## config.mk

```make
export PLATFORM = sky130hd
export DESIGN_NAME = mem_access
export DESIGN_NICKNAME = d
export VERILOG_FILES = /design/src/rtl/mem_access.sv
export SDC_FILE = /design/constraint.sdc
export NUM_CORES = 1
export LEC_CHECK = 0
export CAP_MARGIN = 30
export CELL_PAD_IN_SITES_DETAIL_PLACEMENT = 0
export CELL_PAD_IN_SITES_GLOBAL_PLACEMENT = 1
export CORE_UTILIZATION = 34
export DETAILED_ROUTE_END_ITERATION = 8
export PLACE_DENSITY_LB_ADDON = 0.3
export SLEW_MARGIN = 20
export SYNTH_ARGS = -nofsm -noshare
export SYNTH_HDL_FRONTEND = slang
export SYNTH_SLANG_ARGS = --single-unit
```

## constraint.sdc

```tcl
create_clock -name CLK -period 3.12 [get_ports CLK]
set_input_delay 0.468 -clock CLK [delete_from_list [all_inputs] [get_ports CLK]]
set_output_delay 0.468 -clock CLK [all_outputs]
set_load 0.01 [all_outputs]
```

## src/rtl/mem_access.sv

```systemverilog
//------------------------------------------------------------------------------
// Module   : mem_access
// Purpose  : Memory-access pipeline stage. ALU results pass straight through
//            with one cycle of latency; loads and stores stall the upstream
//            stage, issue a single word-aligned request with byte enables,
//            wait for mack (bounded by TIMEOUT cycles) and return the
//            sign/zero-extended load value or an error.
// Ports    : CLK, RST (async active-low)
//            Ins/Result/Rdata2/in_valid  - execute-stage inputs
//            stall                       - upstream hold
//            out_valid/WBdata/err        - write-back result
//            mreq/mwe/maddr/mbe/mwdata   - memory request
//            mrdata/mack                 - memory response
// Config   : MEM_ALIGN_CHECK_EN - when defined, misaligned halfword/word
//            accesses are rejected with err=1 and never reach memory.
// Revision : 1.0 - initial release
//------------------------------------------------------------------------------
`default_nettype none

module mem_access #(
  parameter int TIMEOUT = 16
) (
  input  logic        CLK,
  input  logic        RST,
  input  logic [31:0] Ins,
  input  logic [31:0] Result,
  input  logic [31:0] Rdata2,
  input  logic        in_valid,
  output logic        stall,
  output logic        out_valid,
  output logic [31:0] WBdata,
  output logic        err,
  output logic        mreq,
  output logic        mwe,
  output logic [31:0] maddr,
  output logic [3:0]  mbe,
  output logic [31:0] mwdata,
  input  logic [31:0] mrdata,
  input  logic        mack
);

  localparam logic [5:0] c_op_lb  = 6'h20;
  localparam logic [5:0] c_op_lh  = 6'h21;
  localparam logic [5:0] c_op_lw  = 6'h23;
  localparam logic [5:0] c_op_lbu = 6'h24;
  localparam logic [5:0] c_op_lhu = 6'h25;
  localparam logic [5:0] c_op_sb  = 6'h28;
  localparam logic [5:0] c_op_sh  = 6'h29;
  localparam logic [5:0] c_op_sw  = 6'h2B;

  localparam logic [1:0] c_sz_byte = 2'd0;
  localparam logic [1:0] c_sz_half = 2'd1;
  localparam logic [1:0] c_sz_word = 2'd2;

  localparam int             c_cw       = $clog2(TIMEOUT + 1);
  localparam logic [c_cw-1:0] c_cnt_last = c_cw'(TIMEOUT - 1);

  typedef enum logic [1:0] {
    IDLE = 2'd0,
    REQ  = 2'd1,
    DONE = 2'd2
  } state_t;

  state_t r_state, w_next;

  // Operation captured at acceptance
  logic [1:0]      r_size;
  logic            r_signed;
  logic            r_store;
  logic [1:0]      r_lo;
  logic [c_cw-1:0] r_cnt;

  // Registered outputs
  logic            r_out_valid;
  logic [31:0]     r_wbdata;
  logic            r_err;
  logic [31:0]     r_maddr;
  logic [3:0]      r_mbe;
  logic [31:0]     r_mwdata;
  logic            r_mwe;

  // Decode of the incoming instruction
  logic [5:0]  w_opc;
  logic        w_is_mem;
  logic        w_is_store;
  logic        w_signed;
  logic [1:0]  w_size;
  logic [3:0]  w_be;
  logic [31:0] w_wdata;
  logic        w_misalign;
  logic        w_timeout;

  // Load extraction
  logic [7:0]  w_lane8;
  logic [15:0] w_lane16;
  logic [31:0] w_load;

  // Only the opcode field of Ins matters here
  logic w_unused;
  assign w_unused = ^Ins[25:0];

  assign w_opc = Ins[31:26];

  always_comb begin
    w_is_mem   = 1'b1;
    w_is_store = 1'b0;
    w_signed   = 1'b0;
    w_size     = c_sz_word;
    case (w_opc)
      c_op_lb:  begin w_size = c_sz_byte; w_signed = 1'b1; end
      c_op_lh:  begin w_size = c_sz_half; w_signed = 1'b1; end
      c_op_lw:  w_size = c_sz_word;
      c_op_lbu: w_size = c_sz_byte;
      c_op_lhu: w_size = c_sz_half;
      c_op_sb:  begin w_size = c_sz_byte; w_is_store = 1'b1; end
      c_op_sh:  begin w_size = c_sz_half; w_is_store = 1'b1; end
      c_op_sw:  begin w_size = c_sz_word; w_is_store = 1'b1; end
      default:  w_is_mem = 1'b0;
    endcase
  end

  // Byte enables and lane-replicated store data; memory picks the lanes
  always_comb begin
    case (w_size)
      c_sz_byte: begin
        w_be    = 4'b0001 << Result[1:0];
        w_wdata = {4{Rdata2[7:0]}};
      end
      c_sz_half: begin
        w_be    = Result[1] ? 4'b1100 : 4'b0011;
        w_wdata = {2{Rdata2[15:0]}};
      end
      default: begin
        w_be    = 4'b1111;
        w_wdata = Rdata2;
      end
    endcase
  end

`ifdef MEM_ALIGN_CHECK_EN
  assign w_misalign = ((w_size == c_sz_half) && Result[0]) ||
                      ((w_size == c_sz_word) && (Result[1:0] != 2'b00));
`else
  assign w_misalign = 1'b0;
`endif

  always_comb begin
    case (r_lo)
      2'd1:    w_lane8 = mrdata[15:8];
      2'd2:    w_lane8 = mrdata[23:16];
      2'd3:    w_lane8 = mrdata[31:24];
      default: w_lane8 = mrdata[7:0];
    endcase
    w_lane16 = r_lo[1] ? mrdata[31:16] : mrdata[15:0];
    case (r_size)
      c_sz_byte: w_load = {{24{r_signed & w_lane8[7]}}, w_lane8};
      c_sz_half: w_load = {{16{r_signed & w_lane16[15]}}, w_lane16};
      default:   w_load = mrdata;
    endcase
  end

  // State register
  always_ff @(posedge CLK or negedge RST) begin
    if (!RST) r_state <= IDLE;
    else      r_state <= w_next;
  end

  // Next state and state-derived outputs
  always_comb begin
    w_next    = r_state;
    w_timeout = 1'b0;
    stall     = 1'b0;
    mreq      = 1'b0;
    mwe       = 1'b0;
    case (r_state)
      IDLE: begin
        if (in_valid && w_is_mem) begin
          stall  = 1'b1;
          w_next = w_misalign ? DONE : REQ;
        end
      end
      REQ: begin
        stall = 1'b1;
        mreq  = 1'b1;
        mwe   = r_mwe;
        // mack on the final counted cycle still wins over the timeout
        if (mack) begin
          w_next = DONE;
        end else if (r_cnt == c_cnt_last) begin
          w_next    = DONE;
          w_timeout = 1'b1;
        end
      end
      DONE: begin
        stall  = 1'b1;
        w_next = IDLE;
      end
      default: w_next = IDLE;
    endcase
    // in_valid can be high during reset; keep stall low regardless
    if (!RST) stall = 1'b0;
  end

  // Datapath and registered outputs
  always_ff @(posedge CLK or negedge RST) begin
    if (!RST) begin
      r_size      <= c_sz_byte;
      r_signed    <= 1'b0;
      r_store     <= 1'b0;
      r_lo        <= 2'd0;
      r_cnt       <= '0;
      r_out_valid <= 1'b0;
      r_wbdata    <= 32'd0;
      r_err       <= 1'b0;
      r_maddr     <= 32'd0;
      r_mbe       <= 4'd0;
      r_mwdata    <= 32'd0;
      r_mwe       <= 1'b0;
    end else begin
      r_out_valid <= 1'b0;
      case (r_state)
        IDLE: begin
          if (in_valid) begin
            if (!w_is_mem) begin
              r_out_valid <= 1'b1;
              r_wbdata    <= Result;
              r_err       <= 1'b0;
            end else begin
              r_size   <= w_size;
              r_signed <= w_signed;
              r_store  <= w_is_store;
              r_lo     <= Result[1:0];
              r_cnt    <= '0;
              r_maddr  <= {Result[31:2], 2'b00};
              r_mbe    <= w_be;
              r_mwdata <= w_wdata;
              r_mwe    <= w_is_store;
              if (w_misalign) begin
                r_out_valid <= 1'b1;
                r_wbdata    <= 32'd0;
                r_err       <= 1'b1;
              end
            end
          end
        end
        REQ: begin
          r_cnt <= r_cnt + c_cw'(1);
          if (mack) begin
            r_out_valid <= 1'b1;
            r_wbdata    <= r_store ? 32'd0 : w_load;
            r_err       <= 1'b0;
          end else if (w_timeout) begin
            r_out_valid <= 1'b1;
            r_wbdata    <= 32'd0;
            r_err       <= 1'b1;
          end
        end
        default: ;
      endcase
    end
  end

  assign out_valid = r_out_valid;
  assign WBdata    = r_wbdata;
  assign err       = r_err;
  assign maddr     = r_maddr;
  assign mbe       = r_mbe;
  assign mwdata    = r_mwdata;

endmodule

`default_nettype wire

```

==> results.cfg <==
[power_and_ir_drop]
power_mw = 8.49
combPwrFrac = 0.445
p_sw_mw = 2.75
swShare = 0.324
powerDensity_mw_per_mm2 = 903
pwr-share-clk = 0.253
peakVddDrop_uv = 508
seqPwrFrac = 0.302
p_int_mw = 5.74
p_leak_nw = 3.92

[logic_synthesis]
ys_ff_latch = 113
synth_async_sr_flop_share = 1.00
yosysUniqueCellTypes = 55
ys.flop_type = dfrtp_1
syn_area_mm2 = 0.00643
yosys_warnings = 0
synth_edf_count = 0
postSynthCellCount = 602
seq_area_frac_synth = 0.440
syn_avg_cell_area_um2 = 10.7

[critical_path]
critical_path.most_common_cell = clkdlybuf4s50_1
crit_fanout = 5
critPathArrivalTime_ns = 2.37
slowest_delay_ns = 0.57
worstPathRequired_ns = 2.65
cp-end-kind = output port
start_kind = primary input
critPathKind = in2out
cp_cell_sequence = clkdlybuf4s50_1 > buf_4 > o22a_1 > or3_4 > a21oi_1 > clkdlybuf4s50_1
cp_slowest_cell = clkdlybuf4s50_1

[clock_network]
path_clk_slew_ns = 0.05
cts.sinks = 113
post_cts_resized = 0
clkLatencyLatePin_ns = 0.41
hold_buffers = 0
post_cts_buffers = 0
clockBufferDepth = 2
cts_tree = done
ctsHtreeMaxLevel = 4
cts_buffers = 17
cts_root_buffer = clkbuf_16

[timing]
slew_viol_final = 0
slew_headroom = 0.445
clock_skew_ns = 0.0126
setup_viol = 0
final_hold_viol_count = 0
rsz0062_at_grt = no
tightest_slew_ns = 0.832
final.setup.tns_ns = 0
max_freq_ghz = 0.352
period_needed_ns = 2.84
min_period_over_period = 0.910

[route]
wl_met1_mm = 8.52
route.met2.wl_mm = 9.20
wl_met3_mm = 1.41
drc_errors = 0
drtIter0Drc = 235
drtPass1Iterations = 4
wl_mm = 19.7
ant_nets = 0
via_count = 5572
dr.max_layer_used = met4
wl_per_cell_um = 18.8
vias_per_cell = 5.33

[finish]
num-fill-cells = 1641
finish.net_count = 941
utilization = 0.514
area_growth_syn_to_layout_pct = 46.2
num_antenna_cells = 0
drive_gt1_frac = 0.192

[run]
drv_cap = 0

[global_route]
grt_pass1_wl_mm = 31.3
grt_pass1_vias = 5800
grt_overflow_total = 0
track_usage = 0.209
grt_antenna_before_repair = 0
grt_max_degree = 73

[floorplan]
dieHeight_um = 139
dieWidth_um = 139
core_area_mm2 = 0.0183
die_area_mm2 = 0.0195
start_util = 0.352
rows = 49
ioPinCount = 237

[placed_design]
dp_hpwl_mm = 14.5
port_buffers = 208
gp_congestion = 0.820

[min_path]
hp-class = in2async

[outcome]
status = complete, no violations
-- layer usage --
metal | global-route usage | vias up
li1 | - | 2598
met1 | 0.258 | 2726
met2 | 0.339 | 216
met3 | 0.0626 | 32
met4 | 0.0895 | 0
met5 | 0 | -
-- cell usage in the layout (no fill, tap or decap), types with 8 or more instances in the layout --
| cell | n |
|---|---|
| a21oi_1 | 41 |
| a221oi_1 | 12 |
| and2_1 | 26 |
| buf_4 | 22 |
| clkbuf_16 | 17 |
| clkdlybuf4s50_1 | 207 |
| dfrtp_1 | 113 |
| inv_1 | 38 |
| mux2_2 | 90 |
| mux2i_1 | 25 |
| nand2_1 | 8 |
| nand2b_1 | 14 |
| nand3b_1 | 14 |
| nor2_1 | 16 |
| nor2b_1 | 10 |
| o21ai_0 | 49 |
| o32a_1 | 17 |
-- flip-flops by register name (all words and copies together), names as in the netlist --
| register | count |
|---|---|
| r_state | 2 |
| err | 1 |
| r_cnt | 5 |
| r_size | 2 |
| r_lo | 2 |
| WBdata | 32 |
| maddr | 30 |
| out_valid | 1 |
| r_signed | 1 |
| mbe | 4 |
| mwdata | 32 |
| r_mwe | 1 |
-- area by class of cell --
| class | instances | area (µm²) | area share |
|---|---|---|---|
| flip-flops and latches | 113 | 2830 | 0.301 |
| repair buffers | 231 | 2290 | 0.244 |
| well taps | 229 | 287 | 0.0305 |
| clock buffers | 19 | 443 | 0.0471 |
| clock inverters | 13 | 209 | 0.0222 |
| inverters | 38 | 143 | 0.0152 |
| multi-input cells | 403 | 3190 | 0.340 |
-- stage by stage --
| step | cells | hold WS (ns) | instance area, µm² | setup WS (ns) |
|---|---|---|---|---|
| final | 1046 | 0.111 | 9390 | 0.279 |
| after global routing | 1046 | 0.135 | 9390 | 0.199 |
| after CTS | 1045 | 0.113 | 9370 | 0.247 |
| after detailed placement | 1013 | 0.486 | 8710 | 0.232 |
| after global placement | 1012 | 0.482 | 8680 | 0.222 |
| after floorplan | 603 | 0.172 | 6430 | 0.901 |
-- power by group through the flow --
stage | clock network, mW | logic [mW] | registers (mW)
2_1_floorplan | 0 | 1.60 | 2.81
3_3_place_gp | 0 | 3.73 | 2.54
3_5_place_dp | 0 | 3.77 | 2.58
4_1_cts | 2.19 | 3.80 | 2.57
5_1_grt | 2.26 | 4.05 | 2.66
6_report | 2.15 | 3.77 | 2.56
-- worst paths after layout --
check	start	endpoint	slack (ns)	cells past startpoint
max	Ins[27]	stall	0.28	6
min	RST	WBdata[15]	0.11	2
max reg2reg	r_state[1]	WBdata[23]	0.65	7
min reg2reg	WBdata[16]	WBdata[16]	0.49	1
max in group asynchronous	RST	mbe[0]	1.90	4
min in group CLK	WBdata[16]	WBdata[16]	0.49	1
-- Yosys cell counts, types with 5 or more instances --
| master | number | area (µm²) |
|---|---|---|
| a21boi_0 | 6 | 45.0 |
| a21oi_1 | 41 | 205 |
| a221oi_1 | 12 | 105 |
| a2bb2oi_1 | 6 | 52.6 |
| a32oi_1 | 7 | 61.3 |
| and2_1 | 26 | 163 |
| buf_2 | 10 | 50.1 |
| buf_6 | 9 | 101 |
| clkbuf_1 | 25 | 93.8 |
| dfrtp_1 | 113 | 2830 |
| ha_1 | 5 | 62.6 |
| inv_1 | 38 | 143 |
| mux2_2 | 90 | 1010 |
| mux2i_1 | 25 | 250 |
| nand2_1 | 8 | 30.0 |
| nand2b_1 | 14 | 87.6 |
| nand3b_1 | 14 | 105 |
| nor2_1 | 16 | 60.1 |
| nor2b_1 | 10 | 62.6 |
| o21ai_0 | 49 | 245 |
| o31ai_1 | 7 | 52.6 |
| o32a_1 | 17 | 170 |
-- worst max-delay path: cells and delay by family --
kind            cells  cell delay (ns)
buf+inv             3             1.18
simple gates        1             0.37
compound gates      2             0.35
-- cells by family (layout without fill, tap and decap cells) --
logic type	count (synthesis)	count (layout)	synth area share
AOI/OAI and AO/OA	170	170	0.180
muxes	116	116	0.200
DFF	113	113	0.440
and+or+nand+nor	110	110	0.104
buffers and inverters	87	301	0.0652
adders and majority gates	5	5	0.00973
other	1	2	0.000583
Note: power is estimated with default switching activity, not from simulation.
